### src/rtl/cpu_pkg.sv
// Shared fetch-stage types and instruction field positions for the MIPS core.
package cpu_pkg;

    localparam int INSTR_W    = 32;
    localparam int OPCODE_MSB = 31;
    localparam int OPCODE_LSB = 26;
    localparam int FUNC_MSB   = 5;
    localparam int FUNC_LSB   = 0;

    typedef enum logic [1:0] {
        ST_IDLE = 2'd0,
        ST_WAIT = 2'd1,
        ST_FULL = 2'd2
    } fetch_state_e;

    function automatic logic [INSTR_W-1:0] word_align(input logic [INSTR_W-1:0] addr);
        return addr & ~32'h3;
    endfunction

endpackage

### src/rtl/fetch_unit_if.sv
// Instruction-memory request/response bus; the fetch stage is master, memory is slave.
interface fetch_unit_if;
    import cpu_pkg::*;

    logic               imem_req;
    logic [INSTR_W-1:0] imem_addr;
    logic               imem_rvalid;
    logic [INSTR_W-1:0] imem_rdata;

    modport master (
        output imem_req,
        output imem_addr,
        input  imem_rvalid,
        input  imem_rdata
    );

    modport slave (
        input  imem_req,
        input  imem_addr,
        output imem_rvalid,
        output imem_rdata
    );
endinterface

### src/rtl/fetch_unit_pc_reg.sv
// Program counter: resets to RESET_PC, steps by one word, or loads a word-aligned target.
module fetch_unit_pc_reg
    import cpu_pkg::*;
#(
    parameter logic [INSTR_W-1:0] RESET_PC = 32'h0000_0000
) (
    input  logic               clk,
    input  logic               rst,
    input  logic               load_i,
    input  logic [INSTR_W-1:0] load_pc_i,
    input  logic               inc_i,
    output logic [INSTR_W-1:0] pc_o
);

    logic [INSTR_W-1:0] pc_q;
    logic [INSTR_W-1:0] pc_d;

    // A load beats an increment so a redirect always lands on its target.
    always_comb begin
        pc_d = pc_q;
        if (load_i) begin
            pc_d = word_align(load_pc_i);
        end else if (inc_i) begin
            pc_d = pc_q + 32'd4;
        end
    end

    always_ff @(posedge clk) begin
        if (rst) begin
            pc_q <= RESET_PC;
        end else begin
            pc_q <= pc_d;
        end
    end

    assign pc_o = pc_q;

endmodule

### src/rtl/fetch_unit.sv
// Instruction fetch stage: one outstanding imem request, registered output slot to decode.
// Define FETCH_DELAY_SLOT_EN to keep the sequential instruction after a redirect.
module fetch_unit
    import cpu_pkg::*;
#(
    parameter logic [INSTR_W-1:0] RESET_PC = 32'h0000_0000
) (
    input  logic               clk,
    input  logic               rst,
    fetch_unit_if.master       imem,
    input  logic               redirect_valid,
    input  logic [INSTR_W-1:0] redirect_pc,
    output logic               if_valid,
    input  logic               id_ready,
    output logic [INSTR_W-1:0] if_instr,
    output logic [INSTR_W-1:0] if_pc,
    output logic [INSTR_W-1:0] if_pc_plus4,
    output logic [5:0]         if_opcode,
    output logic [5:0]         if_func
);

`ifdef FETCH_DELAY_SLOT_EN
    localparam bit DelaySlotEn = 1'b1;
`else
    localparam bit DelaySlotEn = 1'b0;
`endif

    fetch_state_e       state_q;
    logic               stale_q;
    logic               imem_req_q;
    logic [INSTR_W-1:0] imem_addr_q;
    logic               if_valid_q;
    logic [INSTR_W-1:0] if_instr_q;
    logic [INSTR_W-1:0] if_pc_q;
    logic               ds_pending_q;
    logic [INSTR_W-1:0] ds_target_q;

    logic [INSTR_W-1:0] pc;
    logic [INSTR_W-1:0] redirect_aligned;
    logic               accept;
    logic               squash;
    logic               deliver;
    logic               hold_slot;
    logic               pc_load;
    logic [INSTR_W-1:0] pc_load_val;

    assign redirect_aligned = word_align(redirect_pc);
    assign accept    = if_valid_q && id_ready;
    assign squash    = redirect_valid && !DelaySlotEn;
    assign deliver   = (state_q == ST_WAIT) && imem.imem_rvalid && !stale_q && !squash;
    // Delay slot already sitting unaccepted in the output register: jump right away.
    assign hold_slot = redirect_valid && DelaySlotEn && if_valid_q && !accept;

    // Otherwise the delay-slot word still has to arrive; the target is applied when it does.
    always_comb begin
        pc_load     = squash || hold_slot;
        pc_load_val = redirect_aligned;
        if (DelaySlotEn && deliver && (redirect_valid || ds_pending_q)) begin
            pc_load     = 1'b1;
            pc_load_val = redirect_valid ? redirect_aligned : ds_target_q;
        end
    end

    fetch_unit_pc_reg #(
        .RESET_PC (RESET_PC)
    ) u_pc_reg (
        .clk       (clk),
        .rst       (rst),
        .load_i    (pc_load),
        .load_pc_i (pc_load_val),
        .inc_i     (deliver),
        .pc_o      (pc)
    );

    always_ff @(posedge clk) begin
        if (rst) begin
            state_q      <= ST_IDLE;
            stale_q      <= 1'b0;
            imem_req_q   <= 1'b0;
            imem_addr_q  <= RESET_PC;
            if_valid_q   <= 1'b0;
            if_instr_q   <= '0;
            if_pc_q      <= RESET_PC;
            ds_pending_q <= 1'b0;
            ds_target_q  <= RESET_PC;
        end else begin
            case (state_q)
                ST_IDLE: begin
                    if (!squash) begin
                        imem_req_q  <= 1'b1;
                        imem_addr_q <= pc;
                        state_q     <= ST_WAIT;
                    end
                end
                ST_WAIT: begin
                    // Request stays up with its original address until memory answers.
                    if (imem.imem_rvalid) begin
                        imem_req_q <= 1'b0;
                        stale_q    <= 1'b0;
                        if (deliver) begin
                            if_instr_q <= imem.imem_rdata;
                            if_pc_q    <= imem_addr_q;
                            if_valid_q <= 1'b1;
                            state_q    <= ST_FULL;
                        end else begin
                            state_q <= ST_IDLE;
                        end
                    end else if (squash) begin
                        stale_q <= 1'b1;
                    end
                end
                ST_FULL: begin
                    if (accept || squash) begin
                        if_valid_q <= 1'b0;
                        state_q    <= ST_IDLE;
                    end
                end
                default: begin
                    state_q <= ST_IDLE;
                end
            endcase

            if (deliver) begin
                ds_pending_q <= 1'b0;
            end else if (redirect_valid && DelaySlotEn && !hold_slot) begin
                ds_pending_q <= 1'b1;
                ds_target_q  <= redirect_aligned;
            end
        end
    end

    assign imem.imem_req  = imem_req_q;
    assign imem.imem_addr = imem_addr_q;
    assign if_valid       = if_valid_q;
    assign if_instr       = if_instr_q;
    assign if_pc          = if_pc_q;
    assign if_pc_plus4    = if_pc_q + 32'd4;
    assign if_opcode      = if_instr_q[OPCODE_MSB:OPCODE_LSB];
    assign if_func        = if_instr_q[FUNC_MSB:FUNC_LSB];

endmodule

### src/flat_wrapper.sv
// flat-port wrapper written by rule: the top's interface ports become plain ports
module fetch_unit_flat import cpu_pkg::*;
#(
    parameter logic [INSTR_W-1:0] RESET_PC = 32'h0000_0000
)
  (clk, rst, redirect_valid, redirect_pc, if_valid, id_ready, if_instr, if_pc, if_pc_plus4, if_opcode, if_func, imem_imem_req, imem_imem_addr, imem_imem_rvalid, imem_imem_rdata);
  fetch_unit_if imem_i ();
  input  logic clk;
  input  logic rst;
  input  logic redirect_valid;
  input  logic [INSTR_W-1:0] redirect_pc;
  output logic if_valid;
  input  logic id_ready;
  output logic [INSTR_W-1:0] if_instr;
  output logic [INSTR_W-1:0] if_pc;
  output logic [INSTR_W-1:0] if_pc_plus4;
  output logic [5:0] if_opcode;
  output logic [5:0] if_func;
  output wire logic [$bits(imem_i.imem_req)-1:0] imem_imem_req;
  output wire logic [$bits(imem_i.imem_addr)-1:0] imem_imem_addr;
  input wire logic [$bits(imem_i.imem_rvalid)-1:0] imem_imem_rvalid;
  input wire logic [$bits(imem_i.imem_rdata)-1:0] imem_imem_rdata;
  assign imem_imem_req = imem_i.imem_req;
  assign imem_imem_addr = imem_i.imem_addr;
  assign imem_i.imem_rvalid = imem_imem_rvalid;
  assign imem_i.imem_rdata = imem_imem_rdata;
  fetch_unit #(.RESET_PC(RESET_PC)) u_core (.clk(clk), .rst(rst), .imem(imem_i), .redirect_valid(redirect_valid), .redirect_pc(redirect_pc), .if_valid(if_valid), .id_ready(id_ready), .if_instr(if_instr), .if_pc(if_pc), .if_pc_plus4(if_pc_plus4), .if_opcode(if_opcode), .if_func(if_func));
endmodule
### config.mk
export PLATFORM = sky130hd
export DESIGN_NAME = fetch_unit_flat
export DESIGN_NICKNAME = d
export VERILOG_FILES = /design/src/rtl/cpu_pkg.sv /design/src/rtl/fetch_unit_if.sv /design/src/rtl/fetch_unit_pc_reg.sv /design/src/rtl/fetch_unit.sv /design/src/flat_wrapper.sv
export SDC_FILE = /design/constraint.sdc
export NUM_CORES = 1
export LEC_CHECK = 0
export BUFFER_PORTS_ARGS = -buffer_cell sky130_fd_sc_hd__buf_2
export CELL_PAD_IN_SITES_DETAIL_PLACEMENT = 1
export CELL_PAD_IN_SITES_GLOBAL_PLACEMENT = 2
export CORE_MARGIN = 2
export CORE_UTILIZATION = 29
export DETAILED_ROUTE_END_ITERATION = 8
export PLACE_DENSITY_LB_ADDON = 0.25
export SLEW_MARGIN = 20
export SYNTH_ARGS = -nofsm -noshare
export SYNTH_HDL_FRONTEND = slang
export SYNTH_SLANG_ARGS = --single-unit
### constraint.sdc
create_clock -name clk -period 4.2 [get_ports clk]
set_clock_uncertainty 0.1 [all_clocks]
set_input_delay 0.63 -clock clk [delete_from_list [all_inputs] [get_ports clk]]
set_output_delay 0.63 -clock clk [all_outputs]
set_load 0.01 [all_outputs]
==> results of run 1 <==
-- worst max-delay path, stage by stage, from the launching register on --
cell and delay [ns]:
dfxtp_1 0.45, nand4_1 0.21, nor4_1 0.73, nand4_1 0.33, xnor2_1 0.22, buf_2 0.15
-- cell usage in the layout, fill, tap and decap left out, types with 3 or more instances in the layout --
cell type / count
a311o_1: 3
clkinv_2: 4
nor2_1: 38
or3_1: 5
nor2b_1: 3
o31ai_1: 6
nor3_1: 13
conb_1: 6
bufinv_16: 3
o21ai_0: 7
clkinvlp_4: 3
xnor2_1: 29
a311oi_1: 7
a31oi_1: 3
nor4_1: 11
nand4_1: 23
buf_2: 201
and4_1: 5
dfxtp_1: 127
buf_4: 9
a211oi_1: 11
xor2_1: 8
and3_1: 8
nand2_1: 217
inv_1: 21
a2111oi_0: 4
nand3_1: 15
or4_1: 6
a21oi_1: 101
clkbuf_16: 17
a221oi_1: 4
-- kinds of logic after synthesis --
| group | count (synthesis) | synth area share, % |
|---|---|---|
| adder cells (fa/ha/maj) | 2 | 0.430 |
| XOR/XNOR | 37 | 5.57 |
| other | 1 | 0.0645 |
| flip-flops | 127 | 43.7 |
| AND/OR/NAND/NOR | 356 | 27.6 |
| AO/OA/AOI/OAI | 153 | 15.6 |
| buffers and inverters | 88 | 7.04 |
-- how the worst min path moves through the flow --
stage	to	slack, ns	depth (start not counted)
finish	u_core.if_instr[2]$_SDFFE_PP0P_	0.35	3
CTS	u_core.u_pc_reg.pc_o[29]$_SDFFE_PP0P_	0.33	2
floorplan	u_core.imem.imem_addr[23]$_SDFFE_PP0P_	0.35	2
global route	u_core.if_instr[10]$_SDFFE_PP0P_	0.34	3
detailed placement	u_core.if_instr[21]$_SDFFE_PP0P_	0.34	2
global placement	u_core.if_instr[11]$_SDFFE_PP0P_	0.34	2
-- power by group through the flow --
stage	registers, mW	logic (mW)	clock network [mW]
detailed placement	1.34	0.241	0
finish	1.31	0.238	1.49
floorplan	1.32	0.144	0
CTS	1.31	0.243	1.52
global placement	1.34	0.239	0
global route	1.32	0.269	1.57
-- state kept, by name, indices dropped and copies added (netlist names) --
name,cells
u_core.if_instr,32
u_core.if_pc,30
u_core.if_valid,1
u_core.imem.imem_addr,30
u_core.imem.imem_req,1
u_core.stale_q,1
u_core.state_q,2
u_core.u_pc_reg.pc_o,30
-- area by class of cell --
cell class	instances	area (um2)
inverter	21	78.8
timing repair buffer	211	1090
clock buffer	20	447
multi-input combinational	554	2900
clock inverter	11	141
sequential	127	2540
fill	2480	12100
tap	265	332
-- layer usage --
layer	part of all wire, %	up-vias
met1	50	2649
met5	0	-
li1	-	2936
met3	4.0	17
met4	1.2	0
met2	45	126
-- synthesized netlist by cell type, drive strengths merged, types with 4 or more instances --
library cell / count
a2111oi: 5
buf: 27
nor2: 39
a221oi: 4
or3: 5
and3: 8
a21oi: 101
nand4: 23
nand3: 15
o31ai: 6
xor2: 8
xnor2: 29
nand2: 218
or4: 6
clkbuf: 40
nor4: 12
nor3: 14
o21ai: 7
and4: 5
a211oi: 11
inv: 21
a311oi: 7
dfxtp: 127
==> flow_metrics.env, run 1 <==
export IMPL_clock_sinks=127
export IMPL_num_vias=5728
export IMPL_period_needed_ns=3.24
export IMPL_root_buffer="clkbuf_16"
export IMPL_critical_path_endpoint="if_pc_plus4[31]"
export IMPL_intPower_mw=2.29
export IMPL_synth_warnings=0
export IMPL_use_met3_pct=4.20
export IMPL_drtAntennaViolNets=0
export IMPL_worstSetupEndpointType="output pin"
export IMPL_gp_congestion=0.790
export IMPL_htreeDepth=4
export IMPL_grt_usage_pct=18.1
export IMPL_core_area_mm2=0.0196
export IMPL_diodes=0
export IMPL_timing_slew_headroom_pct=35.3
export IMPL_max_freq_mhz=309
export IMPL_wl_per_cell_um=15.8
export IMPL_synth_top_area_share_pct=43.7
export IMPL_tightest_slew_ns=0.968
export IMPL_power_total_mw=3.03
export IMPL_syn_avg_cell_area_um2=7.61
export IMPL_drc=0
export IMPL_critPathLaunch="u_core.if_pc[11]$_SDFFE_PP0P_"
export IMPL_p_seq_share_pct=43.2
export IMPL_cts_clk_slew_worst_paths_ns=0.06
export IMPL_fin_hold_ws_ns=0.351
export IMPL_grt_max_degree=49
export IMPL_swShare_pct=24.7
export IMPL_worstPathRequired_ns=3.47
export IMPL_grt_first_pass_wirelength_um=31100
export IMPL_min_from="imem_imem_rdata[2]"
export IMPL_syn_to_final_growth_pct=29.6
export IMPL_drt_initial_drc_count=277
export IMPL_tns_ns=0
export IMPL_vias_per_cell=4.74
export IMPL_clock_path_buffers=2
export IMPL_hold_class="in -> reg"
export IMPL_ys_seq_area_share_pct=43.7
export IMPL_first_pass_iters=4
export IMPL_cts_made_buffers=17
export IMPL_critPathArrivalTime_ns=2.51
export IMPL_met2_usage_pct=28.0
export IMPL_p_sw_mw=0.750
export IMPL_synth_top_cell_by_area="dfxtp_1"
export IMPL_initial_core_util_pct=29.7
export IMPL_busiest_layer="met2"
export IMPL_ys_async_sr_fraction_pct=0
export IMPL_worst_slack_ns=0.962
export IMPL_final_util_pct=38.5
export IMPL_report_final_slew_viol_count=0
export IMPL_finalInstanceArea_mm2=0.00754
export IMPL_grt_pass1_vias=5662
export IMPL_drive_above_1_share_pct=26.2
export IMPL_cts_hold_buf=0
export IMPL_ff2ff_path_depth=5
export IMPL_dp_hpwl_um=13900
export IMPL_die_w_um=146
export IMPL_die_h_um=146
export IMPL_rows=51
export IMPL_synth_area_leaders="dfxtp_1 (44%), nand2_1 (14%), a21oi_1 (8.7%)"
export IMPL_clkPwrFrac_pct=49.0
export IMPL_crit_type="reg -> out"
export IMPL_antenna_found_initial=0
export IMPL_gr_total_overflow=0
export IMPL_yosysUniqueCellTypes=45
export IMPL_synth_edf_count=0
export IMPL_die_area_mm2=0.0212
export IMPL_outcome="finished, final reports clean"
export IMPL_r2r_start="u_core.state_q[0]$_SDFFE_PP0P_"
export IMPL_combPwrFrac_pct=7.8
export IMPL_cp_max_fo=8
export IMPL_tritoncts="yes"
export IMPL_dp_cells=1178
export IMPL_ir_worst_vdd_v=0.000294
export IMPL_cts_setup_buffers=0
export IMPL_synthFlopType="dfxtp_1"
export IMPL_timing_final_hold_violations=0
export IMPL_synth_seq_cells=127
export IMPL_wl_um=19100
export IMPL_clock_latency_ns=0.42
export IMPL_netlist_instances=764
export IMPL_period_share_pct=77.1
export IMPL_r2r_end="u_core.u_pc_reg.pc_o[24]$_SDFFE_PP0P_"
export IMPL_final_nets=1003
export IMPL_placed_area_mm2=0.00695
export IMPL_ios=211
export IMPL_r2r_slack_ns=1.70
export IMPL_power_leakage_nw=3.14
export IMPL_rsz0062_at_grt="no"
export IMPL_netlist_area_mm2=0.00581
export IMPL_maxCapViolCount=0
export IMPL_pre_cts_ws_ns=1.39
export IMPL_setup_violations=0
export IMPL_portBuffers=202
export IMPL_stdcell_count=1209
export IMPL_crit_path_start_kind="register"
export IMPL_met1_usage_pct=25.2
export IMPL_ctsResizeCount=0
export IMPL_power_density_mw_per_mm2=403
Note: power is estimated with default switching activity, not from simulation.
==> inputs of run 2 (changes only) <==
Settings changed: CORE_UTILIZATION 29 to 24.
Clock period 4.2 ns to 2.62 ns, I/O delays scaled along.
==> run 2 against run 1 <==
Compared with the run above:
- sequential power grew 60%
- first-iteration DRC count shrank 10%
- final cell count grew 6.7%
- critical path type unchanged
- largest cell class unchanged
==> flow_metrics.env, run 2 (synthesis gave the netlist of run 1 again) <==
export IMPL_report_final_slew_viol_count=0
export IMPL_antenna_found_initial=0
export IMPL_maxCapViolCount=0
export IMPL_portBuffers=202
export IMPL_crit_cells=9
export IMPL_worstSetupEndpointType="output pin"
export IMPL_gp_congestion=0.744
export IMPL_clock_latency_ns=0.42
export IMPL_min_from="imem_imem_rdata[11]"
export IMPL_gr_total_overflow=0
export IMPL_power_density_mw_per_mm2=637
export IMPL_fill_cells=2967
export IMPL_vias_per_cell=4.53
export IMPL_largest_reg_flops=32
export IMPL_pre_cts_ws_ns=0.211
export IMPL_critPathArrivalTime_ns=2.00
export IMPL_crit_chain="ha_4 > nand4_1 > buf_4 > nor2_4 > buf_6 > buf_4 > nand2_1 > xnor2_1 > buf_2"
export IMPL_most_common_layout_cells="nand2_1 (217), buf_2 (201), dfxtp_1 (108)"
export IMPL_slowest_stage="dfxtp_4"
export IMPL_hold_depth=3
export IMPL_setup_violations=0
export IMPL_die_h_um=160
export IMPL_core_area_mm2=0.0236
export IMPL_cp_top_family="buffers and inverters"
export IMPL_r2r_start="u_core.state_q[0]$_SDFFE_PP0P_"
export IMPL_first_pass_iters=4
export IMPL_clock_sinks=127
export IMPL_die_w_um=160
export IMPL_tritoncts="yes"
export IMPL_htreeDepth=4
export IMPL_worst_path_most_repeated_cell="buf_4"
export IMPL_cp_max_fo=6
export IMPL_grt_max_degree=64
export IMPL_grt_usage_pct=15.9
export IMPL_final_nets=1029
export IMPL_outcome="finished, final reports clean"
export IMPL_cts_clk_slew_worst_paths_ns=0.06
export IMPL_rows=56
export IMPL_crit_buf_inv=4
export IMPL_crit_type="reg -> out"
export IMPL_grt_first_pass_wirelength_um=32200
export IMPL_hold_class="in -> reg"
export IMPL_grt_pass1_vias=5729
export IMPL_layout_commonest_cell="nand2_1"
export IMPL_r2r_end="u_core.u_pc_reg.pc_o[22]$_SDFFE_PP0P_"
export IMPL_period_needed_ns=2.50
export IMPL_worstPathRequired_ns=2.13
export IMPL_crit_path_start_kind="register"
export IMPL_wl_um=20600
export IMPL_power_leakage_nw=3.30
export IMPL_timing_final_hold_violations=0
export IMPL_cts_made_buffers=17
export IMPL_initial_core_util_pct=24.6
export IMPL_r2r_slack_ns=0.21
export IMPL_worst_slack_ns=0.124
export IMPL_max_freq_mhz=401
export IMPL_clock_path_buffers=2
export IMPL_drt_initial_drc_count=248
export IMPL_drc=0
export IMPL_timing_slew_headroom_pct=52.5
export IMPL_drive_above_1_share_pct=30.6
export IMPL_num_vias=5839
export IMPL_syn_to_final_growth_pct=35.9
export IMPL_die_area_mm2=0.0255
export IMPL_ir_worst_vdd_v=0.000377
export IMPL_ios=211
export IMPL_drtAntennaViolNets=0
export IMPL_finalInstanceArea_mm2=0.00790
export IMPL_dp_hpwl_um=15100
export IMPL_placed_area_mm2=0.00714
export IMPL_wl_per_cell_um=15.9
export IMPL_holdPathEnd="u_core.if_instr[11]$_SDFFE_PP0P_"
export IMPL_diodes=0
export IMPL_ff2ff_path_depth=4
export IMPL_tightest_slew_ns=0.712
export IMPL_period_share_pct=95.3
export IMPL_root_buffer="clkbuf_16"
export IMPL_slowest_delay_ns=0.37
## run 2: per-stage QoR
stage	hold WS (ns)	std cells	TNS (ns)	power, mW	utilization (%)
global placement	0.340	1250	0	2.54	30.2
finish	0.103	1290	0	5.03	33.5
CTS	0.0847	1287	0	5.11	33.2
global route	0.0904	1290	-0.0275	5.26	33.5
detailed placement	0.344	1250	0	2.55	30.2
floorplan	0.352	769	0	2.35	-
## run 2: final cells by class
class	count	area, um2	share of cell area (%)
well taps	319	399	5.05
repair buffers	237	1280	16.2
multi-input cells	554	2930	37.1
flip-flops and latches	127	2580	32.6
clock buffers	20	447	5.65
inverters	21	78.8	0.997
clock inverters	12	185	2.34
## run 2: per-layer routing
metal	vias up	GRT usage, %	routed length (um)
met5	-	0	0
met4	0	5.37	344
met3	20	3.45	886
met2	129	24.7	9150
met1	2709	21.8	10200
li1	2981	-	-
## run 2: worst max path at each step
stage	from	endpoint	slack (ns)
floorplan	u_core.u_pc_reg.pc_o[2]$_SDFFE_PP0P_	u_core.u_pc_reg.pc_o[24]$_SDFFE_PP0P_	0.49
global placement	u_core.if_pc[13]$_SDFFE_PP0P_	if_pc_plus4[31]	0.27
detailed placement	u_core.state_q[0]$_SDFFE_PP0P_	u_core.u_pc_reg.pc_o[22]$_SDFFE_PP0P_	0.21
CTS	u_core.if_pc[14]$_SDFFE_PP0P_	if_pc_plus4[31]	0.003
global route	u_core.if_pc[14]$_SDFFE_PP0P_	if_pc_plus4[24]	-0.02
finish	u_core.if_pc[3]$_SDFFE_PP0P_	if_pc_plus4[12]	0.12
## run 2: power by group
| part | switching [mW] | leakage, nW | internal [mW] | total [mW] |
|---|---|---|---|---|
| combinational | 0.248 | 1.95 | 0.158 | 0.406 |
| clock | 0.913 | 0.305 | 1.63 | 2.54 |
| sequential | 0.0859 | 1.05 | 2.00 | 2.09 |
## run 2: worst reg2reg max path: stages (launching register included)
cell and delay (ns):
dfxtp_1 0.54, nand4bb_1 0.18, or4_1 0.75, or4_1 0.49, a311oi_1 0.26
## run 2: what timing repair did
item | in CTS | in global routing
resized for setup | 12 | 19
buffers inserted | 5 | 3
hold buffers | 0 | 0
pin swaps | 5 | 8
endpoints found under the setup margin | 5 | 7
==> inputs of run 3 (changes only) <==
==> constraint.sdc (replaced) <==
create_clock -name clk -period 2.62 [get_ports clk]
set_clock_uncertainty 0.1 [all_clocks]
set_input_delay 0.262 -clock clk [delete_from_list [all_inputs] [get_ports clk]]
set_output_delay 0.262 -clock clk [all_outputs]
set_load 0.01 [all_outputs]
==> run 3 against run 2 <==
Compared with the run above:
- routed wire length is 0.28% higher
- worst setup slack improved by 0.076 ns
- global-route usage grew 0.29 points
- non-clock buffer count grew 25
- utilization up 0.85 points
- critical path depth is 3 lower
- combinational power is 11% higher
- worst hold slack lost 0.084 ns
- sequential power barely moved
- critical path type unchanged
- critical endpoint is now if_pc_plus4[31]
- highest routed layer unchanged
==> flow_metrics.env, run 3 (synthesis gave the netlist of run 1 again) <==
export IMPL_core_area_mm2=0.0236
export IMPL_gp_congestion=0.746
export IMPL_diodes=0
export IMPL_drt_initial_drc_count=285
export IMPL_initial_core_util_pct=24.6
export IMPL_hold_class="in -> reg"
export IMPL_worstPathRequired_ns=2.26
export IMPL_crit_buf_inv=2
export IMPL_worstSetupEndpointType="output pin"
export IMPL_cts_clk_slew_worst_paths_ns=0.06
export IMPL_num_vias=5963
export IMPL_clock_latency_ns=0.41
export IMPL_fill_cells=2952
export IMPL_crit_chain="nand4_1 > nor4_2 > buf_4 > nand4_1 > xnor2_1 > buf_2"
export IMPL_syn_to_final_growth_pct=39.4
export IMPL_grt_usage_pct=16.2
export IMPL_dp_cells=1246
export IMPL_slowest_delay_ns=0.41
export IMPL_stdcell_count=1313
export IMPL_crit_type="reg -> out"
export IMPL_clock_path_buffers=2
export IMPL_antenna_found_initial=0
export IMPL_r2r_slack_ns=0.22
export IMPL_drc=0
export IMPL_first_pass_iters=4
export IMPL_die_area_mm2=0.0255
export IMPL_tritoncts="yes"
export IMPL_max_freq_mhz=413
export IMPL_portBuffers=202
export IMPL_htreeDepth=4
export IMPL_setup_violations=0
export IMPL_most_common_layout_cells="nand2_1 (217), buf_2 (201), dfxtp_1 (119)"
export IMPL_cts_made_buffers=17
export IMPL_rsz0062_at_grt="no"
export IMPL_vias_per_cell=4.54
export IMPL_timing_slew_headroom_pct=51.5
export IMPL_cp_max_fo=5
export IMPL_final_nets=1054
export IMPL_largest_reg_flops=32
export IMPL_grt_pass1_vias=5943
export IMPL_power_leakage_nw=3.36
export IMPL_wl_um=20600
export IMPL_drtAntennaViolNets=0
export IMPL_cp_top_family="simple AND/OR/NAND/NOR gates"
export IMPL_worst_path_most_repeated_cell="nand4_1"
export IMPL_report_final_slew_viol_count=0
export IMPL_tightest_slew_ns=0.727
export IMPL_timing_final_hold_violations=0
export IMPL_outcome="finished, final reports clean"
export IMPL_multi_input_area_mm2=0.00292
export IMPL_ir_worst_vdd_v=0.000362
export IMPL_drive_above_1_share_pct=27.9
export IMPL_die_w_um=160
export IMPL_die_h_um=160
export IMPL_grt_first_pass_wirelength_um=33100
export IMPL_slowest_stage="dfxtp_1"
export IMPL_dp_hpwl_um=14900
export IMPL_power_density_mw_per_mm2=609
export IMPL_tns_ns=0
export IMPL_rows=56
export IMPL_wl_per_cell_um=15.7
export IMPL_grt_max_degree=70
export IMPL_maxCapViolCount=0
export IMPL_layout_commonest_cell="nand2_1"
export IMPL_fin_hold_ws_ns=0.0196
export IMPL_ios=211
export IMPL_gr_total_overflow=0
export IMPL_root_buffer="clkbuf_16"
export IMPL_critPathArrivalTime_ns=2.06
export IMPL_clock_sinks=127
export IMPL_crit_path_start_kind="register"
export IMPL_period_share_pct=92.4
export IMPL_register_area_mm2=0.00255
export IMPL_period_needed_ns=2.42
[run 3: cell types whose count changed in the layout (fill, tap and decap cells not counted), moves of 2 or more]
cell	change
dfxtp_1	+11
clkbuf_1	-2
clkinv_4	-3
buf_4	-8
dfxtp_2	-6
dlygate4sd3_1	+33
clkinvlp_4	+5
dfxtp_4	-5
[run 3: final cells by class]
type                            count  area share [%]
Clock buffer                       17            5.25
Sequential cell                   127            31.5
Multi-Input combinational cell    554            36.1
Tap cell                          319            4.93
Clock inverter                     13            2.05
Timing Repair Buffer              262            19.2
Inverter                           21           0.973
[run 3: metrics by stage]
step                power [mW]  area (um2)  utilization [%]  setup slack [ns]
finish                    4.93        8100             34.3             0.200
global route              5.16        8100             34.3           0.00126
CTS                       5.02        8050             34.1           0.00542
detailed placement        2.55        7120             30.2             0.235
global placement          2.55        7120             30.2             0.275
floorplan                 2.35        5830                -             0.487
[run 3: path summary, 6_finish.rpt]
path	startpoint	end	cells after the start
max	u_core.if_pc[21]$_SDFFE_PP0P_	if_pc_plus4[31]	6
min	redirect_pc[4]	u_core.u_pc_reg.pc_o[4]$_SDFFE_PP0P_	3
max reg2reg	u_core.state_q[0]$_SDFFE_PP0P_	u_core.u_pc_reg.pc_o[24]$_SDFFE_PP0P_	4
min reg2reg	u_core.if_instr[13]$_SDFFE_PP0P_	u_core.if_instr[13]$_SDFFE_PP0P_	2
[run 3: tightest hold or removal path, delay by kind of cell]
kind	cells	cell delay, ns
and+or+nand+nor	1	0.08
buffers and inverters	1	0.09
AOI/OAI and AO/OA	1	0.05
[run 3: what timing repair did]
action                                 4_1_cts  5_1_grt
endpoints found under the hold margin       33        0
hold buffers                                33        0
setup buffers                                0        4
gates resized for setup                      1       11
pin swaps                                    0        5
setup endpoints to repair                    4        7
[run 3: report_power, final]
| part | internal, mW | switching [mW] | leakage, nW |
|---|---|---|---|
| logic | 0.191 | 0.259 | 2.05 |
| clock network | 1.49 | 0.907 | 0.269 |
| registers | 2.01 | 0.0851 | 1.04 |
[run 3: routing by layer]
metal  part of all wire, %  global-route usage (%)
met4                   1.4                    4.50
met2                    45                    25.4
met1                    50                    22.3
met5                     0                       0
met3                   3.8                    3.53
